$ cat config.mk
export PLATFORM = sky130hd
export DESIGN_NAME = pc_sequencer
export DESIGN_NICKNAME = d
export VERILOG_FILES = /design/src/rtl/pc_sequencer.sv
export SDC_FILE = /design/constraint.sdc
export NUM_CORES = 1
export LEC_CHECK = 0
export CORE_AREA = 2 2 142 144
export DETAILED_ROUTE_END_ITERATION = 10
export DIE_AREA = 0 0 144 146
export PLACE_DENSITY = 0.6
export SLEW_MARGIN = 40
export SYNTH_ARGS = -nofsm -noshare
export SYNTH_HDL_FRONTEND = slang
export SYNTH_SLANG_ARGS = --single-unit
$ cat constraint.sdc
create_clock -name clk -period 4.8 [get_ports clk]
set_input_delay 0.96 -clock clk [delete_from_list [all_inputs] [get_ports clk]]
set_output_delay 0.96 -clock clk [all_outputs]
set_load 0.05 [all_outputs]
$ cat src/rtl/pc_sequencer.sv
// Program-counter and instruction-fetch sequencer: fetches over a req/ready handshake,
// holds the instruction during execute, and picks jump / taken-branch / sequential next PC.
module pc_sequencer #(
    parameter logic [31:0] RESET_PC = 32'h0000_0000
) (
    input  logic        clk,
    input  logic        rst_n,
    output logic        imem_req,
    output logic [31:0] imem_addr,
    input  logic        imem_ready,
    input  logic [31:0] imem_rdata,
    output logic [5:0]  op,
    input  logic [8:0]  control_bus,
    input  logic        zero,
    input  logic        stall,
    output logic [31:0] instr,
    output logic        instr_valid,
    output logic [31:0] pc,
    output logic [31:0] pc_plus4,
    output logic [31:0] instret
);

    localparam logic [1:0] IDLE  = 2'd0;
    localparam logic [1:0] FETCH = 2'd1;
    localparam logic [1:0] EXEC  = 2'd2;

    localparam logic [5:0] OP_J = 6'd2;

    logic [1:0]  state;
    logic [31:0] next_pc;
    logic        unused_ctrl;

    function automatic logic [31:0] jump_target(input logic [31:0] seq, input logic [31:0] word);
        return {seq[31:28], word[25:0], 2'b00};
    endfunction

    function automatic logic [31:0] branch_target(input logic [31:0] seq, input logic [31:0] word);
        return seq + {{14{word[15]}}, word[15:0], 2'b00};
    endfunction

    assign pc_plus4    = pc + 32'd4;
    assign imem_addr   = pc;
    assign imem_req    = (state == FETCH);
    assign instr_valid = (state == EXEC);
    assign op          = instr[31:26];

    // Only the Branch bit matters here; the rest of the decoder bus is for the datapath.
    assign unused_ctrl = ^{control_bus[8:3], control_bus[1:0]};

    always_comb begin
        next_pc = pc_plus4;
        if (op == OP_J) begin
            next_pc = jump_target(pc_plus4, instr);
        end else if (control_bus[2] && zero) begin
            next_pc = branch_target(pc_plus4, instr);
        end
    end

    always_ff @(posedge clk) begin
        if (!rst_n) begin
            state   <= IDLE;
            pc      <= RESET_PC;
            instr   <= 32'd0;
            instret <= 32'd0;
        end else begin
            case (state)
                IDLE: begin
                    state <= FETCH;
                end
                FETCH: begin
                    if (imem_ready) begin
                        instr <= imem_rdata;
                        state <= EXEC;
                    end
                end
                EXEC: begin
                    // Retire: PC, counter and state all advance on the same edge.
                    if (!stall) begin
                        pc      <= next_pc;
                        instret <= instret + 32'd1;
                        state   <= FETCH;
                    end
                end
                default: begin
                    state <= IDLE;
                end
            endcase
        end
    end

endmodule
# After elaboration in Yosys (flattened, before gate mapping)
# Index checks and enable logic that the tools add are counted.
[classes] addsub=3 n_reduce_logical=5 bitwise_logic=1 n_mux=5 n_eq_ne=5
[op_table] operator="$mux W32" count=2
[op_table] operator="$add A32 B1 Y32 const B" count=1
[op_table] operator="$add A32 B3 Y32 const B" count=1
[op_table] operator="$add A32 B32 Y32" count=1
[op_table] operator="$eq A6 B2 Y1 const B" count=1
[op_table] operator="$pmux W2 S3" count=1
[op_table] operator="$reduce_and A2 Y1" count=3
[op_table] operator="$mux W2" count=2
[op_table] operator="$eq A2 B1 Y1 const B" count=1
[op_table] operator="$eq A2 B2 Y1 const B" count=1
[op_table] operator="$logic_not A2 Y1" count=1
[op_table] operator="$ne A2 B1 Y1 const B" count=1
[op_table] operator="$ne A2 B2 Y1 const B" count=1
[op_table] operator="$logic_and A1 B1 Y1" count=1
[op_table] operator="$not A1 Y1" count=1
[totals] word_cells=23 ff_bits=98 out_inout_bits=168 inputBits=46

# Longest topological paths before layout
# Gate-level depths: netlist (run 1).
[logic_depth] depth_word=4 depth_mapped=17 ltp_nobuf=16

# Worst setup path after synthesis (run 1)
# OpenSTA, ideal clock, no wires.
[synth_timing] path_type="flip-flop to flip-flop" start="reg pc[2], in the netlist imem_addr[2]" end="reg pc[31], in the netlist imem_addr[31]" n_path_buf=0 path_stages_with_launch=16 slack_ps=-142 setup_ps=72 required_time_ps=4728 t_arrival_ps=4870 period_less_slack_ps=4942 path_cell_list="dfxtp_1 -> ha_1 -> nand3_1 -> nor2_1 -> nand2_1 -> nor3_1 -> nand3_1 -> xnor2_1 -> ha_1 -> a21o_1 -> o21bai_1 -> or4_1 -> o21ai_1 -> mux2i_1 -> mux2i_1 -> mux2i_1"
[synth_via] elab_chain_len=4
[synth_lines] item="start, declared" line_no="18" text="output logic [31:0] pc,"
[synth_lines] item="start signal, assigned" line_no="79" text="pc <= next_pc;"
[synth_lines] item="$add A32 B3 Y32" line_no="41" text="assign pc_plus4 = pc + 32'd4;"
[synth_lines] item="via pc_plus4[26]" line_no="19" text="output logic [31:0] pc_plus4,"
[synth_lines] item="$add A32 B32 Y32" line_no="38" text="return seq + {{14{word[15]}}, word[15:0], 2'b00};"
[synth_lines] item="$mux W32" line_no="54" text="end else if (control_bus[2] && zero) begin"
[synth_lines] item="$mux W32" line_no="52" text="if (op == OP_J) begin"
# The timed path passes the listed nets, and every way through them passes these cells.
# A chain may end at the register's enable or synchronous reset.

# Worst setup path in the final report (run 1)
[layout_timing] start="reg pc[2], in the netlist imem_addr[2]" end="out pc_plus4[28]"
[layout_via] elab_chain_len=1
[layout_lines] item="$add A32 B3 Y32" line_no="41"
[layout_lines] item="end, declared" line_no="19"
# No other way between the ends.

==> flow_summary.yaml, run 1 <==
clocking:
  cts_tree: "built"
  clkSinkCount: 96
  ctsHoldBuffers: 0
  cts_root_buf: "clkbuf_16"
  postCtsSetupBuffers: 0
  worstSkewPairLatency_ns: 0.37
  cts-resized-gates: 0
  clockBufferDepth: 2
  cts_made_buffers: 9
  clkTransAtPathRegs_ns: 0.08
  htree_num_levels: 3
floorplan:
  core_area_sq_mm: 0.0193
  rows: 51
  chipWidth_microns: 144
  initial_core_util_pct: 34.9
  die-area_sq_mm: 0.0210
  io-pin-count: 214
  die_y_microns: 146
sta:
  fin_tns_setup_ns: 0
  slew_viol_final: 0
  hold_viol: 0
  clock.fmax_ghz: 0.231
  rsz0062_at_grt: "false"
  setup_violations: 0
  min_period_ns: 4.33
  relSlewSlack_pct: 49.3
  fin_worst_skew_ns: 0.00957
  period_share_pct: 90.2
  tightest_slew_ns: 0.761
logic_synthesis:
  synthCells: 859
  synth_flop_cell: "dfxtp_1"
  synth_area_leaders: "dfxtp_1 29%, nand2_1 8.6%, ha_1 6.9%, xnor2_1 6.0%, a21boi_0 5.5%"
  yosysTopAreaCellShare_pct: 28.5
  seq_area_frac_synth_pct: 28.5
  async_reset_ff_share_pct: 0
  avgSynthCellArea_sq_um: 7.85
  synth_area_sq_mm: 0.00674
  synthDistinctLibCells: 59
  synth_edf_count: 0
  synth_top_area_cell: "dfxtp_1"
  yosys_warnings: 0
  synth_seq_cells: 96
critical_path:
  r2r_start: "imem_addr[2]"
  startpoint_type: "register"
  reg2reg_to: "imem_addr[31]"
  r2r_setup_slack_ns: 0.61
  critPathKind: "register to output pin"
  cp-end-kind: "output pin"
  cp_data_required_time_ns: 3.84
  crit_fanout: 7
  reg2regPathDepth: 16
  cp.arrival_ns: 3.37
run_status:
  outcome: "finished clean"
cells_and_area:
  fillCellCount: 1954
  design_area_sq_mm: 0.00899
  area_growth_pct: 33.4
  diodes: 0
  multi_input_area_sq_mm: 0.00434
  nets: 1088
  regArea_sq_mm: 0.00192
  instances_no_fill: 1274
  final_layout_size_suffix_gt1_share_pct: 4.36
hold_path:
  min_to: "instr[16]"
  min_path_type: "register to register"
  hold_path_startpoint: "instr[16]"
  holdPathStages: 2
detailed_routing:
  ant_nets: 0
  vias_per_cell: 5.13
  wl_per_cell_microns: 16.5
  drt_pass1_iterations: 5
  drtIter0Drc: 407
  routed_wl_microns: 21100
  drc: 0
  via_count: 6536
run:
  maxCapViolations: 0
place:
  placed_area_sq_mm: 0.00871
  place_congestion: 0.911
  port_buffers: 199
  dp.cells: 1258
  hpwlAfterDp_microns: 15200
grt:
  antenna_found_initial: 0
  gr-usage-all-layers_pct: 19.8
  grt.overflow.total: 0
  grt_pass1_vias: 6105
  grt_max_degree: 60
  grt_pass1_wl_microns: 32700
power_and_ir_drop:
  p_leak_nw: 3.54
  design_power_total_mw: 1.87
  power_density_mw_per_mm2: 208
  peakVddDrop_v: 0.000184
[per-layer routing]
layer	track usage [%]	up-vias	wire length, microns	part of all wire, %
li1	-	3272	-	-
met1	25.3	3034	9640	46
met2	32.3	205	9560	45
met3	5.36	25	1410	6.7
met4	6.18	0	442	2.1
met5	0	-	0	0
[placed cells by master (no fill, tap or decap), types with 4 or more instances in the layout]
| cell type | instances |
|---|---|
| clkdlybuf4s50_1 | 198 |
| nand2_1 | 155 |
| dfxtp_1 | 96 |
| a21boi_0 | 49 |
| xnor2_1 | 45 |
| a21oi_1 | 38 |
| nor2_1 | 37 |
| ha_1 | 37 |
| nand3_1 | 34 |
| and2_1 | 29 |
| o21ai_0 | 28 |
| o211ai_1 | 28 |
| xor2_1 | 27 |
| and3_1 | 16 |
| a21o_1 | 16 |
| buf_4 | 12 |
| nand4_1 | 10 |
| or3_1 | 10 |
| inv_1 | 9 |
| o21a_1 | 9 |
| clkbuf_16 | 9 |
| nor3_1 | 8 |
| nor2b_1 | 7 |
| and4_1 | 7 |
| a31oi_1 | 7 |
| o31ai_1 | 6 |
| mux2i_1 | 6 |
| conb_1 | 6 |
| a211oi_1 | 5 |
| o21bai_1 | 5 |
| nor3b_1 | 4 |
[worst max-delay path: stages, from the launching register on]
cell	delay, ns
dfxtp_1	0.49
ha_1	0.27
nand3_1	0.14
nor2_1	0.24
nand2_1	0.14
nor3_1	0.22
buf_4	0.18
and3_1	0.21
xor2_1	0.22
clkdlybuf4s50_1	0.88
[worst max-delay path by stage]
stage	startpoint	end	slack [ns]
5_1_grt	imem_addr[2]	pc_plus4[28]	0.22
3_3_place_gp	imem_addr[2]	imem_addr[31]	0.59
6_report	imem_addr[2]	pc_plus4[28]	0.47
2_1_floorplan	imem_addr[2]	imem_addr[31]	0.01
4_1_cts	imem_addr[2]	pc_plus4[28]	0.45
3_5_place_dp	imem_addr[2]	imem_addr[31]	0.63
[synthesized netlist by cell type, drive strengths merged, types with 6 or more instances]
cell,count
or3,10
nand3,35
nor3,11
and3,17
o21ai,31
mux2i,6
nand2,155
ha,37
nor2b,7
and2,29
dfxtp,96
clkbuf,33
o211ai,28
xnor2,46
a21boi,52
o21a,9
a31oi,7
o31ai,6
and4,9
a21oi,38
xor2,27
nand4,12
nor2,38
inv,9
buf,49
a21o,16
[metrics by stage]
stage	hold slack, ns	setup slack, ns	utilization [%]
finish	0.492	0.469	46.5
global route	0.510	0.221	46.5
CTS	0.493	0.451	46.5
detailed placement	0.482	0.628	45.0
global placement	0.475	0.593	45.0
floorplan	0.572	0.00970	-
[flip-flops by register name (all words and copies together), names as in the netlist]
name and count:
state 2, instr 32, imem_addr 30, instret 32
[power breakdown]
group	total, mW	internal [mW]	switching, mW
clock network	0.725	0.362	0.363
logic	0.307	0.110	0.197
registers	0.835	0.812	0.0225
total	1.87	1.28	0.582
[kinds of logic after synthesis]
kind of cell	Yosys count	share of synthesized area [%]
fa+ha+maj	38	7.16
compound gates	217	21.8
xor+xnor	73	9.48
buf+inv	91	7.52
flops	96	28.5
mux	6	0.891
simple gates	337	24.5
other cells	1	0.0556
[final cells by class]
type	instances	share of cell area, %
Multi-Input combinational cell	677	48.3
Timing Repair Buffer	211	23.1
Sequential cell	96	21.4
Tap cell	265	3.69
Clock buffer	9	2.50
Clock inverter	7	0.682
Inverter	9	0.376
Power figures use the tool's default switching activity.
==> run 2: changes to the inputs <==
SKIP_CTS_REPAIR_TIMING = 1   (was unset)
SKIP_LAST_GASP = 1   (was unset)
==> results of run 2 <==
No change in the layout: final DEF, timing and power equal those of run 1.
